`config.mk`:
```
export PLATFORM = sky130hd
export DESIGN_NAME = serial_tx
export DESIGN_NICKNAME = d
export VERILOG_FILES = /design/src/rtl/serial_tx.sv
export SDC_FILE = /design/constraint.sdc
export NUM_CORES = 1
export LEC_CHECK = 0
export BUFFER_PORTS_ARGS = -buffer_cell sky130_fd_sc_hd__buf_2
export CAP_MARGIN = 30
export CORE_MARGIN = 4
export CORE_UTILIZATION = 50
export DETAILED_ROUTE_END_ITERATION = 10
export PLACE_DENSITY_LB_ADDON = 0.08
export SETUP_SLACK_MARGIN = 0.1
export SLEW_MARGIN = 20
export SYNTH_ARGS = -nofsm -noshare
export SYNTH_HDL_FRONTEND = slang
export SYNTH_SLANG_ARGS = --single-unit
```
`constraint.sdc`:
```
create_clock -name clk -period 1.8 [get_ports clk]
set_input_delay 0.36 -clock clk [delete_from_list [all_inputs] [get_ports clk]]
set_output_delay 0.36 -clock clk [all_outputs]
set_load 0.005 [all_outputs]
```
`src/rtl/serial_tx.sv`:
```
// Parallel-in, serial-out transmitter.
// Frame on tx_out: start bit (0), DATA_W data bits LSB first, optional parity
// bit, stop bit (1). Each bit is held for CLKS_PER_BIT cycles of clk.
//
//   state    | meaning
//   ---------+------------------------------------------------------------
//   S_IDLE   | line high, ready for a word; handshake loads shift register
//   S_START  | start bit (0) on the line
//   S_DATA   | data bits, shift[0] on the line, shifted right per bit
//   S_PARITY | parity bit computed at load time (only when PARITY_EN=1)
//   S_STOP   | stop bit (1); always followed by at least one cycle of S_IDLE
module serial_tx #(
   parameter int DATA_W       = 8,
   parameter int CLKS_PER_BIT = 4,
   parameter int PARITY_EN    = 0,
   parameter int PARITY_ODD   = 0
) (
   input  logic              clk,
   input  logic              rst_n,
   input  logic [DATA_W-1:0] tx_data,
   input  logic              tx_valid,
   output logic              tx_ready,
   output logic              tx_out,
   output logic              busy
);

   localparam int CW = (CLKS_PER_BIT > 1) ? $clog2(CLKS_PER_BIT) : 1;
   localparam int IW = (DATA_W > 1) ? $clog2(DATA_W) : 1;
   localparam logic [CW-1:0] CNT_LAST = CW'(CLKS_PER_BIT - 1);
   localparam logic [IW-1:0] IDX_LAST = IW'(DATA_W - 1);

   typedef enum logic [2:0] {
      S_IDLE,
      S_START,
      S_DATA,
      S_PARITY,
      S_STOP
   } state_t;

   state_t            state;
   state_t            state_nxt;
   logic [CW-1:0]     bit_cnt;
   logic [IW-1:0]     bit_idx;
   logic [DATA_W-1:0] shift;
   logic              parity_bit;
   logic              handshake;
   logic              bit_end;
   logic              last_data;

   // Ready and busy decode straight from the registered state, so tx_valid
   // never reaches an output combinationally.
   assign tx_ready  = (state == S_IDLE);
   assign busy      = (state != S_IDLE);
   assign handshake = tx_valid & tx_ready;
   assign bit_end   = (bit_cnt == CNT_LAST);
   assign last_data = (bit_idx == IDX_LAST);

   // State register; reset aborts any frame in flight and returns the line high.
   always_ff @(posedge clk or negedge rst_n) begin
      if (!rst_n) begin
         state <= S_IDLE;
      end else begin
         state <= state_nxt;
      end
   end

   // Next-state logic: every non-idle state lasts whole bit times.
   always_comb begin
      state_nxt = state;
      case (state)
         S_IDLE: begin
            if (handshake) state_nxt = S_START;
         end
         S_START: begin
            if (bit_end) state_nxt = S_DATA;
         end
         S_DATA: begin
            if (bit_end && last_data) begin
               state_nxt = (PARITY_EN != 0) ? S_PARITY : S_STOP;
            end
         end
         S_PARITY: begin
            if (bit_end) state_nxt = S_STOP;
         end
         S_STOP: begin
            if (bit_end) state_nxt = S_IDLE;
         end
         default: state_nxt = S_IDLE;
      endcase
   end

   // Bit-time counter, data bit index, shift register and parity latch.
   always_ff @(posedge clk or negedge rst_n) begin
      if (!rst_n) begin
         bit_cnt    <= '0;
         bit_idx    <= '0;
         shift      <= '0;
         parity_bit <= 1'b0;
      end else begin
         if (state == S_IDLE || bit_end) begin
            bit_cnt <= '0;
         end else begin
            bit_cnt <= bit_cnt + 1'b1;
         end

         if (handshake) begin
            shift      <= tx_data;
            parity_bit <= (^tx_data) ^ (PARITY_ODD != 0);
            bit_idx    <= '0;
         end else if (state == S_DATA && bit_end) begin
            shift   <= shift >> 1;
            bit_idx <= last_data ? '0 : bit_idx + 1'b1;
         end
      end
   end

   // Line driver, decoded from state and registered data only.
   always_comb begin
      tx_out = 1'b1;
      case (state)
         S_START:  tx_out = 1'b0;
         S_DATA:   tx_out = shift[0];
         S_PARITY: tx_out = parity_bit;
         default:  tx_out = 1'b1;
      endcase
   end

endmodule

```
# Yosys cells after proc, flatten, opt, wreduce, memory -nomap -nowiden
# Cells that the tools add are included.
dict set report word_totals {
  out_inout_bits 3
  wordCells 40
  register_bits 17
}
dict set report op_classes {
  mux 13
  n_reduce_logical 8
  n_eq_ne 11
  bitwise 1
  add_sub_neg 2
}
# cell n
set ops {}
lappend ops {{two-way mux 3 bit} 8}
lappend ops {{two-way mux 8 bit} 2}
lappend ops {{one-hot mux 3 bit (5 select lines)} 1}
lappend ops {{inequality test 2 bit (second input constant)} 4}
lappend ops {{parity 8 bit} 1}
lappend ops {{== test 3 x 2 -> 1 bit (second input constant)} 2}
lappend ops {{== test 3 bit (second input constant)} 2}
lappend ops {{AND reduction 5 bit} 1}
lappend ops {{adder 3 x 1 -> 3 bit (second input constant)} 1}
lappend ops {{== test 3 x 1 -> 1 bit (second input constant)} 1}
lappend ops {{zero test 3 bit} 1}
lappend ops {{one-hot mux 1 bit (3 select lines)} 1}
lappend ops {{nonzero test 3 bit} 1}
lappend ops {{adder 2 x 1 -> 2 bit (second input constant)} 1}
lappend ops {{== test 2 bit (second input constant)} 1}
lappend ops {{logical AND 1 bit} 2}
lappend ops {{two-way mux 2 bit} 1}
lappend ops {{inequality test 2 x 1 -> 1 bit (second input constant)} 1}
lappend ops {{nonzero test 2 bit} 1}
lappend ops {{AND 1 bit} 1}
lappend ops {{logical OR 1 bit} 1}

# Longest topological paths before layout
# Gate-level depths: netlist (run 1).
dict set report logic_depth {
  ltp_word 4
  depth_mapped 6
}

# Least setup slack after synthesis (run 1)
# Ideal clock, no wire load.
dict set report synth_path {
  kind {register -> register}
  startpoint {register state[0]}
  endpoint {register bit_idx[1]}
  setup_slack_ns 0.519
  path_buffers 2
  path_stages_with_launch 6
  arrival_time_ns 1.160
  required_ns 1.679
  setup_time_ns 0.121
  cell_sequence {dfrtp_1 > buf_6 > and4bb_4 > nor2_2 > buf_6 > a22o_1}
}
dict set report synth_between {
  elab_chain_cells 3
  elab_cells_between_ends 6
}
# item line_no
set synth_rtl {}
lappend synth_rtl {{from (decl)} 40} ;# state_t state;
lappend synth_rtl {{from (signal assigned)} 63} ;# state <= state_nxt;
lappend synth_rtl {{zero test 3 bit or == test 3 x 2 -> 1 bit (tied branches)} {52, 110}}
lappend synth_rtl {{AND 1 bit or logical AND 1 bit (tied branches)} {54, 110}}
lappend synth_rtl {{two-way mux 3 bit or nonzero test 2 bit (tied branches)} --}
lappend synth_rtl {{to (signal assigned)} 112} ;# bit_idx <= last_data ? '0 : bit_idx + 1'b1;
lappend synth_rtl {{to (decl)} 43} ;# logic [IW-1:0] bit_idx;
# Several ways; a longest one is shown, not always the timed one.
# A chain may end at the register's enable or synchronous reset.

# Final worst setup path (run 1)
dict set report layout_path {
  startpoint {register state[0]}
  endpoint {output tx_out}
}
dict set report layout_between {
  elab_chain_cells 2
  elab_cells_between_ends 4
}
# item line_no
set layout_rtl {}
lappend layout_rtl {{== test 3 x 2 -> 1 bit or == test 3 x 1 -> 1 bit (tied branches)} 120} ;# case (state)
lappend layout_rtl {{one-hot mux 1 bit (3 select lines) *} 120}
lappend layout_rtl {{to (decl)} 23} ;# output logic tx_out,
# Every way passes the cells marked *; elsewhere a longest branch is shown, timed or not.

==> results of run 1 <==
registers in the layout (all words and copies together) (netlist names):
| name | flops |
|---|---|
| parity_bit | 1 |
| state | 3 |
| shift | 8 |
| bit_cnt | 2 |
| bit_idx | 3 |
worst paths after layout:
check | start | slack (ns) | depth (start not counted) | endpoint
max | state[0]$_DFFE_PN0P_ | 0.12 | 4 | tx_out
min reg2reg | bit_cnt[0]$_DFF_PN0_ | 0.46 | 1 | bit_cnt[0]$_DFF_PN0_
max reg2reg | state[0]$_DFFE_PN0P_ | 0.29 | 4 | bit_idx[0]$_DFFE_PN0P_
min in group asynchronous | rst_n | 0.51 | 2 | shift[5]$_DFFE_PN0P_
min | tx_data[5] | 0.30 | 3 | shift[5]$_DFFE_PN0P_
max in group asynchronous | rst_n | 0.98 | 2 | state[1]$_DFFE_PN0P_
repair_timing:
action / CTS / global route
gates resized for setup: 2 / 3
hold buffers: 1 / 0
endpoints found under the setup margin: 1 / 9
buffers inserted: 3 / 0
hold endpoints to repair: 17 / 0
Yosys cell counts:
master | count | share of area
a21oi_1 | 3 | 0.017
a22o_1 | 4 | 0.040
a22oi_1 | 8 | 0.068
and3_1 | 1 | 0.0071
and4bb_4 | 1 | 0.019
buf_2 | 1 | 0.0057
buf_4 | 1 | 0.0086
buf_6 | 3 | 0.038
dfrtp_1 | 17 | 0.48
ha_1 | 3 | 0.043
inv_1 | 2 | 0.0086
nand2_1 | 16 | 0.068
nand2b_1 | 1 | 0.0071
nor2_1 | 6 | 0.026
nor2_2 | 1 | 0.0071
nor3_1 | 1 | 0.0057
nor3_2 | 1 | 0.011
nor3b_1 | 1 | 0.0086
nor4b_4 | 1 | 0.027
o21ai_0 | 1 | 0.0057
o21ai_1 | 1 | 0.0057
or2_2 | 1 | 0.0071
or4b_1 | 1 | 0.011
xnor2_1 | 7 | 0.070
routing by layer:
metal	GRT usage	share of wire	routed length [um]	up-vias
li1	-	-	-	317
met5	0	0	0	-
met2	0.225	0.47	779	17
met1	0.223	0.47	784	304
met4	0.0553	0.010	17	0
met3	0.0361	0.042	70	2
worst min-delay path, stage by stage:
cell and delay [ns]:
buf_2 0.09, a22oi_1 0.06, nand2_1 0.06
layout make-up:
cell class | instances | area (um2)
inverters | 2 | 7.51
well taps | 16 | 20.0
multi-input cells | 59 | 413
clock buffers | 3 | 22.5
flip-flops and latches | 17 | 428
fillers | 134 | 576
clock inverters | 1 | 5.00
repair buffers | 18 | 105
kinds of logic after synthesis:
family / after synthesis
xor+xnor: 7
flops: 17
buf+inv: 7
fa+ha+maj: 3
simple gates: 32
compound gates: 17
through the flow:
stage          hold slack, ns  setup slack [ns]  cells
2_1_floorplan          0.0644             0.519     83
6_report                0.301             0.119    116
3_5_place_dp            0.305             0.265    108
5_1_grt                 0.307            0.0583    116
4_1_cts                 0.296             0.110    116
3_3_place_gp            0.301             0.311    108
power by group through the flow:
stage	combinational [mW]	clock [mW]	sequential [mW]
after global placement	0.470	0	0.686
after global routing	0.671	0.236	0.684
final	0.586	0.204	0.664
after detailed placement	0.486	0	0.690
after floorplan	0.457	0	0.605
after CTS	0.572	0.213	0.652
==> results by group, run 1 <==
STA
  – Max-slew headroom: 0.740
  – Final Cycle Share: 0.934
  – Slew Viols, Final: 0
  – Max frequency: 595 MHz
  – Slew @ Worst Pin: 0.390 ns
  – Final setup viols: 0
  – Fin Setup TNS: 0 ns
  – Final Hold Fails: 0
  – Final min period: 1.68 ns
  – Worst clock skew: 0.00830 ns
  – RSZ-0062 raised after global routing: true

Run
  – Max-Cap Viols: 0

Routing
  – WL final: 1650 um
  – Vias/cell: 5.52
  – Post-DR wirelength/cell: 14.2 um
  – Number of iterations in the first detailed-routing pass: 4
  – Total vias in the final route: between 600 and 700
  – DRT iter0 DRCs: 10
  – DRC viols: 0
  – Routed Antenna Nets: 0

Critical path
  – Worst path top cell family by delay: flip-flops
  – WS Path Type: reg -> out
  – Critical Path Start Type: register
  – CP max-delay cell: dfrtp_2
  – Crit-path max FO: 3
  – Crit-path max cell delay: 0.44 ns
  – Buffers & Inverters on Critical Path: 1
  – Req. time, crit path: 1.44 ns
  – Crit-path cells: nor2_2 > a22oi_1 > or2_2 > buf_2
  – Worst path arrival time: 1.32 ns
  – Nature of the critical path endpoint: output pin

Placement
  – Detailed Place HPWL: between 1000 and 1500 um
  – Dpl cell area: slightly above 900 um2
  – IO buf count: 13
  – GPL Wtd Cong: 0.712

Pwr
  – Comb power frac: 0.403
  – Clock share of power: 0.140
  – LEAKAGE: about 0.49 nW
  – PD cells: 1450 nW/um2
  – Sequential Power Share: 0.457
  – Switching part of the total: 0.374
  – Total Power: 1.45 mW
  – P_int: 0.910 mW
  – VDD IR max: 752 uV
  – Sw Pwr: 0.544 mW

Synth
  – Unique masters post-synth: 24
  – Largest family of logic cells by synthesized area: simple AND/OR/NAND/NOR gates
  – Cell count after synthesis: 83
  – Mapped Area: 878 um2
  – Number of synthesis warnings: 0
  – Simple-Gate Fraction of Synth Area: 0.205
  – Mapped Avg Cell Area: 10.6 um2
  – Seq/Total Area, Yosys: 0.484
  – Yosys reg bits: 17
  – Synth Area in XOR/XNOR: 0.0698
  – Mux cell area share after synthesis: 0
  – Synth Area in Compound Gates: 0.137
  – Post-Syn Nets: 97
  – Synth Area in Adders: 0.0427

Floorplanning
  – Die X: between 40 and 50 um
  – Row count: 14
  – Full die area: between 2000 and 2500 um2
  – Die Height: 49.9 um
  – Starting Density: 0.557
  – Core ar.: about 1600 um2
  – I/O pins: 14

Clock network
  – CTS buffer count: 3
  – Max Root-Sink Buffers: 2
  – Clock input transition at the sequential cells of the worst setup and hold paths: about 0.1 ns
  – CTS H-tree depth: 1
  – Worst-skew pair later-pin latency: 0.29 ns
  – Clock root cell: clkbuf_4
  – TritonCTS clock tree: built
  – Sink Count: 17

Final layout
  – Commonest non-fill, non-tap cell in the layout: nand2_1
  – Diodes inserted: 0
  – Final Cell Area: 1000 um2
  – Layout cell share with drive strength beyond 1: 0.290
  – Number of nets in the layout: 115
  – Final Util: 0.635
  – Most frequent cells in the layout: nand2_1 (16), dfrtp_1 (15), buf_2 (13)
  – Syn-to-layout area delta: 14.0%

Status
  – Outcome: completed

Min path
  – Hold Path Class: in -> reg

Global route
  – First-pass GRT wire length: around 2900 um
  – Largest net degree at the start of global routing: 18
  – Number of global-route vias before repair: between 600 and 700
  – Initial antenna violation count: 0
  – All-layer global routing usage: 0.155
  – GR Overflow Total: 0
Note: power is estimated with default switching activity, not from simulation.
==> inputs of run 2 (changes only) <==
--- a/config.mk
+++ b/config.mk
@@ -8,7 +8,7 @@
 export BUFFER_PORTS_ARGS = -buffer_cell sky130_fd_sc_hd__buf_2
 export CAP_MARGIN = 30
 export CORE_MARGIN = 4
-export CORE_UTILIZATION = 50
+export CORE_UTILIZATION = 40
 export DETAILED_ROUTE_END_ITERATION = 10
 export PLACE_DENSITY_LB_ADDON = 0.08
 export SETUP_SLACK_MARGIN = 0.1
==> run 2 against run 1 <==
Register-to-register slack lost 0.09 ns; sequential share of layout area shrank 0.82 points; global-route usage shrank 1.6 points; clock skew shrank 0.0064 ns; die area grew 21%; sequential power shrank 2%; maximum frequency grew 4.1%; combinational power grew 7.3%; critical path depth is the same; worst hold slack gained 0.017 ns; core utilization shrank 13 points; first-iteration DRC count grew 70%.
==> results by group, run 2 (synthesized netlist as in run 1, its figures left out) <==
Pwr
  – Sequential Power Share: 0.439 (-0.018)
  – Comb power frac: 0.424 (+0.021)
  – PD cells: 1450 nW/um2 (-0.20%)
  – P_int: 0.950 mW (+4.5%)
  – VDD IR max: 615 uV (-18%)
  – Switching part of the total: 0.360 (-0.0147)
  – Total Power: 1.48 mW (+2.0%)
  – Sw Pwr: 0.533 mW (-2.0%)
  – LEAKAGE: 0.489 nW (+0.28%)
  – Clock share of power: 0.137 (-0.003)

Floorplanning
  – Die X: 54.9 um (+9.9%)
  – Core ar.: 2020 um2 (+28%)
  – I/O pins: 14 (unchanged)
  – Full die area: 3010 um2 (+21%)
  – Die Height: 54.9 um (+9.9%)
  – Starting Density: 0.434 (-0.123)
  – Row count: 16 (+2)

Final layout
  – Layout cell share with drive strength beyond 1: 0.287 (-0.00287)
  – Number of nets in the layout: 116 (+0.87%)
  – Diodes inserted: 0 (unchanged)
  – Syn-to-layout area delta: 16.5%
  – Final cell count without fillers: 128 (+10%)
  – Commonest non-fill, non-tap cell in the layout: nand2_1
  – Biggest register: shift
  – Final Util: 0.506 (-0.129)
  – Largest regs: shift x8, bit_idx x3, state x3
  – Max reg flops: 8 (unchanged)
  – Most frequent cells in the layout: nand2_1 (16), dfrtp_1 (14), buf_2 (12)
  – # fillers: 201 (+50%)

Clock network
  – Max Root-Sink Buffers: 2 (unchanged)
  – CTS buffer count: 3 (unchanged)
  – Clock input transition at the sequential cells of the worst setup and hold paths: 0.10 ns (about the same)
  – TritonCTS clock tree: built
  – CTS H-tree depth: 1 (unchanged)
  – Clock root cell: clkbuf_4
  – Sink Count: 17 (unchanged)
  – Worst-skew pair later-pin latency: 0.28 ns (about the same)

Critical path
  – Worst path top cell family by delay: flip-flops
  – WS Path Type: reg -> out
  – Buffers & Inverters on Critical Path: 1 (unchanged)
  – CP max-delay cell: dfrtp_2
  – Req. time, crit path: 1.44 ns (about the same)
  – Worst R2R Path Depth: 4 (unchanged)
  – RR Startpoint: bit_cnt[0]$_DFF_PN0_
  – Crit-path max FO: 5 (+2)
  – Nature of the critical path endpoint: output pin
  – Worst path arrival time: 1.26 ns (-0.06 ns)
  – Worst r2r dst: bit_idx[0]$_DFFE_PN0P_
  – R2r setup slk: 0.20 ns (-0.09 ns)
  – Crit-path cells: nand2_1 > a22oi_1 > or2_4 > buf_6
  – Critical Path Start Type: register
  – Crit-path max cell delay: 0.46 ns (+0.02 ns)

Routing
  – Routed Antenna Nets: 0 (unchanged)
  – Vias/cell: 5.14 (-6.8%)
  – Post-DR wirelength/cell: 13.5 um (-5.3%)
  – Total vias in the final route: 658 (+2.8%)
  – DRT iter0 DRCs: 17 (+7)
  – Number of iterations in the first detailed-routing pass: 4 (unchanged)
  – DRC viols: 0 (unchanged)
  – WL final: 1730 um (+4.5%)

Min path
  – Hold EP: shift[4]$_DFFE_PN0P_
  – Hold Path Class: in -> reg
  – Hold Crit Depth: 3 (unchanged)
  – Worst hold start: tx_data[4]

Global route
  – All-layer global routing usage: 0.138 (-0.0163)
  – Initial antenna violation count: 0 (unchanged)
  – Largest net degree at the start of global routing: 18 (unchanged)
  – First-pass GRT wire length: 2860 um (-0.24%)
  – Number of global-route vias before repair: 643 (+4.0%)
  – GR Overflow Total: 0 (unchanged)

STA
  – Fin Setup TNS: 0 ns (unchanged)
  – Max-slew headroom: 0.704 (-0.0365)
  – Worst clock skew: 0.00194 ns (-0.00636 ns)
  – Slew Viols, Final: 0 (unchanged)
  – RSZ-0062 raised after global routing: false
  – Max frequency: 619 MHz (+4.1%)
  – Final min period: 1.62 ns (-0.0661 ns)
  – Slew @ Worst Pin: 0.444 ns (+0.0542 ns)
  – Final setup viols: 0 (unchanged)
  – Final Hold Fails: 0 (unchanged)
  – Final Cycle Share: 0.897 (-0.0367)

Placement
  – Detailed Place HPWL: 1210 um (+1.3%)
  – IO buf count: 13 (unchanged)
  – GPL Wtd Cong: 0.748 (+5.2%)
  – Placed Cells incl. Taps: 119 (+10%)

Status
  – Outcome: completed

Run
  – Max-Cap Viols: 0 (unchanged)
==> run 2: cell types whose count changed in the layout (fill, tap and decap cells not counted), sizes merged <==
cell and change:
buf +1, clkbuf +1, clkinv -1
==> run 2: worst reg2reg max path: stages, from the launching register on <==
cell and delay [ns]:
dfrtp_1 0.39, ha_1 0.26, and4bb_4 0.27, nor2_2 0.39
a22o_1 0.23
==> run 2: how the worst max path moves through the flow <==
stage	startpoint	end	slack, ns	cells after the start
2_1_floorplan	state[0]$_DFFE_PN0P_	bit_idx[1]$_DFFE_PN0P_	0.52	5
3_3_place_gp	bit_cnt[0]$_DFF_PN0_	bit_idx[0]$_DFFE_PN0P_	0.31	4
3_5_place_dp	bit_cnt[0]$_DFF_PN0_	bit_idx[0]$_DFFE_PN0P_	0.23	4
4_1_cts	state[0]$_DFFE_PN0P_	tx_out	0.15	4
5_1_grt	state[1]$_DFFE_PN0P_	tx_out	0.10	4
6_report	state[1]$_DFFE_PN0P_	tx_out	0.18	4
==> run 2: metal layers <==
layer  share of wire  vias to the layer above  routed length, um  track usage
met4          0.0075                        0                 13       0.0373
li1                -                      323                  -            -
met5               0                        -                  0            0
met2            0.51                       13                880        0.242
met3           0.043                        2                 74       0.0572
met1            0.44                      320                756        0.152
==> run 2: final cells by class <==
class                      count  area, um2  area share
clock buffer                   4       26.3      0.0257
inverter                       2       7.51     0.00733
multi-input combinational     59        408       0.399
sequential                    17        429       0.419
tap                           27       33.8      0.0330
timing repair buffer          19        119       0.116
==> run 2: stage by stage <==
| step | setup slack, ns | hold slack, ns | instance area [um2] |
|---|---|---|---|
| 2_1_floorplan | 0.519 | 0.0644 | 878 |
| 3_3_place_gp | 0.307 | 0.307 | 938 |
| 3_5_place_dp | 0.228 | 0.308 | 938 |
| 4_1_cts | 0.150 | 0.310 | 1000 |
| 5_1_grt | 0.104 | 0.300 | 1020 |
| 6_report | 0.185 | 0.319 | 1020 |
==> run 2: power groups by stage <==
stage / clock (mW) / sequential [mW] / combinational [mW]
after floorplan: 0 / 0.605 / 0.457
after global placement: 0 / 0.683 / 0.473
after detailed placement: 0 / 0.685 / 0.487
after CTS: 0.214 / 0.646 / 0.576
after global routing: 0.238 / 0.672 / 0.729
final: 0.203 / 0.651 / 0.629
==> run 2: what timing repair did <==
item / CTS / global route
hold buffers: 1 / 0
buffers inserted: 3 / 1
hold endpoints to repair: 17 / 0
resized for setup: 2 / 4
pin swaps: 0 / 2
setup endpoints to repair: 1 / 2
==> inputs of run 3 (changes only) <==
--- a/config.mk
+++ b/config.mk
@@ -5,13 +5,15 @@
 export SDC_FILE = /design/constraint.sdc
 export NUM_CORES = 1
 export LEC_CHECK = 0
+export ABC_AREA = 1
 export BUFFER_PORTS_ARGS = -buffer_cell sky130_fd_sc_hd__buf_2
 export CAP_MARGIN = 30
 export CORE_MARGIN = 4
-export CORE_UTILIZATION = 40
+export CORE_UTILIZATION = 30
 export DETAILED_ROUTE_END_ITERATION = 10
 export PLACE_DENSITY_LB_ADDON = 0.08
 export SETUP_SLACK_MARGIN = 0.1
+export SKIP_LAST_GASP = 1
 export SLEW_MARGIN = 20
 export SYNTH_ARGS = -nofsm -noshare
 export SYNTH_HDL_FRONTEND = slang
==> run 3 against run 2 <==
Flip-flop and latch count did not move; sequential power shrank 3%; combinational power up 23%; core utilization is 12 points lower; clock skew about the same; largest power group is now combinational cells.
==> results by group, run 3 <==
Routing
  – WL final: 1960 um (+14%)
  – DRC viols: 0 (unchanged)
  – DRT iter0 DRCs: 18 (+1)
  – Total vias in the final route: 845 (+28%)
  – Post-DR wirelength/cell: 9.89 um (-27%)
  – Number of iterations in the first detailed-routing pass: 4 (unchanged)
  – Routed Antenna Nets: 0 (unchanged)
  – Vias/cell: 4.27 (-17%)

Min path
  – Hold Crit Depth: 3 (unchanged)
  – Hold Path Class: in -> reg

Floorplanning
  – Die Height: 65.7 um (+20%)
  – Full die area: 4320 um2 (+43%)
  – Core ar.: 3130 um2 (+55%)
  – Die X: 65.7 um (+20%)
  – Row count: 20 (+4)
  – I/O pins: 14 (unchanged)
  – Starting Density: 0.319 (-0.115)

Final layout
  – Syn-to-layout area delta: 19.5%
  – Max reg flops: 8 (unchanged)
  – # fillers: 356 (+77%)
  – Layout cell share with drive strength beyond 1: 0.253 (-0.0339)
  – Number of nets in the layout: 169 (+46%)
  – Final Util: 0.382 (-0.125)
  – Largest regs: shift x8, bit_idx x3, state x3
  – Final Cell Area: 1190 um2 (+17%)
  – Most frequent cells in the layout: nand2_1 (51), inv_1 (18), dfrtp_1 (16)
  – Diodes inserted: 0 (unchanged)
  – Biggest register: shift
  – Commonest non-fill, non-tap cell in the layout: nand2_1

Critical path
  – Worst R2R Path Depth: 9 (+5)
  – Nature of the critical path endpoint: output pin
  – Crit-path max FO: 4 (-1)
  – Worst path arrival time: 1.25 ns (about the same)
  – Req. time, crit path: 1.44 ns (about the same)
  – Critical Path Start Type: register
  – WS Path Type: reg -> out

Clock network
  – Sink Count: 17 (unchanged)
  – CTS H-tree depth: 1 (unchanged)
  – Worst-skew pair later-pin latency: 0.29 ns (about the same)
  – Clock input transition at the sequential cells of the worst setup and hold paths: 0.09 ns (about the same)
  – Max Root-Sink Buffers: 2 (unchanged)
  – Clock root cell: clkbuf_4
  – TritonCTS clock tree: built
  – CTS buffer count: 3 (unchanged)

Pwr
  – Sequential Power Share: 0.394 (-0.045)
  – Clock share of power: 0.124 (-0.013)
  – Switching part of the total: 0.403 (+0.0430)
  – PD cells: 1350 nW/um2 (-7.0%)
  – Sw Pwr: 0.648 mW (+21%)
  – Total Power: 1.61 mW (+8.5%)
  – LEAKAGE: 0.669 nW (+37%)
  – VDD IR max: 579 uV (-5.9%)
  – P_int: 0.961 mW (+1.2%)
  – Comb power frac: 0.482 (+0.058)

STA
  – Final Cycle Share: 0.893 (-0.00409)
  – Final Hold Fails: 0 (unchanged)
  – Final setup viols: 0 (unchanged)
  – Worst clock skew: 0.00146 ns (-0.000474 ns)
  – Hold Slack: 0.335 ns (+0.0162 ns)
  – Final min period: 1.61 ns (-0.00736 ns)
  – RSZ-0062 raised after global routing: true
  – Max frequency: 622 MHz (+0.46%)
  – Slew Viols, Final: 0 (unchanged)
  – Fin Setup TNS: 0 ns (unchanged)
  – Slew @ Worst Pin: 0.377 ns (-0.0668 ns)
  – Max-slew headroom: 0.749 (+0.0449)

Synth
  – Top cell type's share of synthesized area: 0.426 (-0.0583)
  – Mapped Area: 998 um2 (+14%)
  – Cell count after synthesis: 132 (+59%)
  – Yosys reg bits: 17 (unchanged)
  – Leading area contributor after synthesis: dfrtp_1
  – Most common cell in the netlist: nand2_1
  – Main flop type after synthesis: dfrtp_1
  – Seq/Total Area, Yosys: 0.426 (-0.0583)
  – Post-synth top cells: nand2_1 (51), inv_1 (18), dfrtp_1 (17)
  – Post-Syn Nets: 146 (+51%)
  – Mapped Avg Cell Area: 7.56 um2 (-29%)
  – Synth async-reset ratio: 1.00 (unchanged)
  – Unique masters post-synth: 23 (-4.2%)
  – Top cells by area, synth: dfrtp_1 (43%), nand2_1 (19%), inv_1 (6.8%)
  – Number of synthesis warnings: 0 (unchanged)
  – EDFF count, synth: 0 (unchanged)

Placement
  – Dpl cell area: 1110 um2 (+19%)
  – Detailed Place HPWL: 1610 um (+33%)
  – GPL Wtd Cong: 0.719 (-3.9%)
  – IO buf count: 13 (unchanged)

Global route
  – Number of global-route vias before repair: 872 (+36%)
  – Largest net degree at the start of global routing: 18 (unchanged)
  – Initial antenna violation count: 0 (unchanged)
  – GR Overflow Total: 0 (unchanged)
  – First-pass GRT wire length: 3660 um (+28%)
  – All-layer global routing usage: 0.107 (-0.0312)

Run
  – Max-Cap Viols: 0 (unchanged)

Status
  – Outcome: completed
[run 3: through the flow]
| step | instances | setup slack (ns) |
|---|---|---|
| after floorplan | 132 | 0.600 |
| after global placement | 188 | 0.441 |
| after detailed placement | 188 | 0.390 |
| after CTS | 195 | 0.110 |
| after global routing | 198 | 0.0968 |
| final | 198 | 0.192 |
[run 3: layout make-up]
type / count / area, um2 / area share
Sequential cell: 17 / 427 / 0.357
Inverter: 22 / 85.1 / 0.0713
Multi-Input combinational cell: 92 / 488 / 0.409
Tap cell: 44 / 55.1 / 0.0461
Timing Repair Buffer: 19 / 113 / 0.0943
Clock buffer: 4 / 26.3 / 0.0220
[run 3: critical path: stages, from the launching register on]
cell,delay [ns]
dfrtp_1,0.44
nor3_2,0.19
inv_1,0.07
o21ai_1,0.07
o21ai_1,0.07
buf_2,0.12
[run 3: kinds of logic (layout without fill, tap and decap cells)]
family | count (synthesis) | in the layout | share of synthesized area
compound gates | 13 | 13 | 0.0965
xor+xnor | 1 | 1 | 0.00877
fa+ha+maj | 3 | 3 | 0.0376
buf+inv | 23 | 45 | 0.0902
flops | 17 | 17 | 0.426
simple gates | 75 | 75 | 0.341
[run 3: final timing paths]
path,from,end,slack [ns]
setup / recovery,state[1]$_DFFE_PN0P_,tx_out,0.19
hold / removal,tx_data[1],shift[1]$_DFFE_PN0P_,0.34
setup reg to reg,state[2]$_DFFE_PN0P_,shift[4]$_DFFE_PN0P_,0.41
hold reg to reg,bit_cnt[0]$_DFF_PN0_,bit_cnt[0]$_DFF_PN0_,0.44
max in group asynchronous,rst_n,state[2]$_DFFE_PN0P_,1.00
min in group asynchronous,rst_n,bit_cnt[0]$_DFF_PN0_,0.51
[run 3: what timing repair did]
| action | 4_1_cts | 5_1_grt |
|---|---|---|
| buffers inserted | 2 | 3 |
| pin swaps | 1 | 1 |
| hold endpoints to repair | 17 | 0 |
| setup endpoints to repair | 1 | 1 |
| hold buffers | 1 | 0 |
| resized for setup | 1 | 3 |
[run 3: power groups by stage]
| stage | Sequential [mW] | Combinational, mW | Clock, mW |
|---|---|---|---|
| floorplan | 0.622 | 0.526 | 0 |
| CTS | 0.636 | 0.744 | 0.213 |
| global route | 0.652 | 0.895 | 0.235 |
| finish | 0.634 | 0.776 | 0.199 |
| detailed placement | 0.649 | 0.696 | 0 |
| global placement | 0.646 | 0.688 | 0 |
[run 3: per-layer routing]
layer | vias up | GRT usage | routed length, um
met5 | - | 0 | 0
met4 | 0 | 0.0155 | 0
met3 | 0 | 0.0359 | 89
met2 | 10 | 0.179 | 916
met1 | 380 | 0.136 | 953
li1 | 455 | - | -
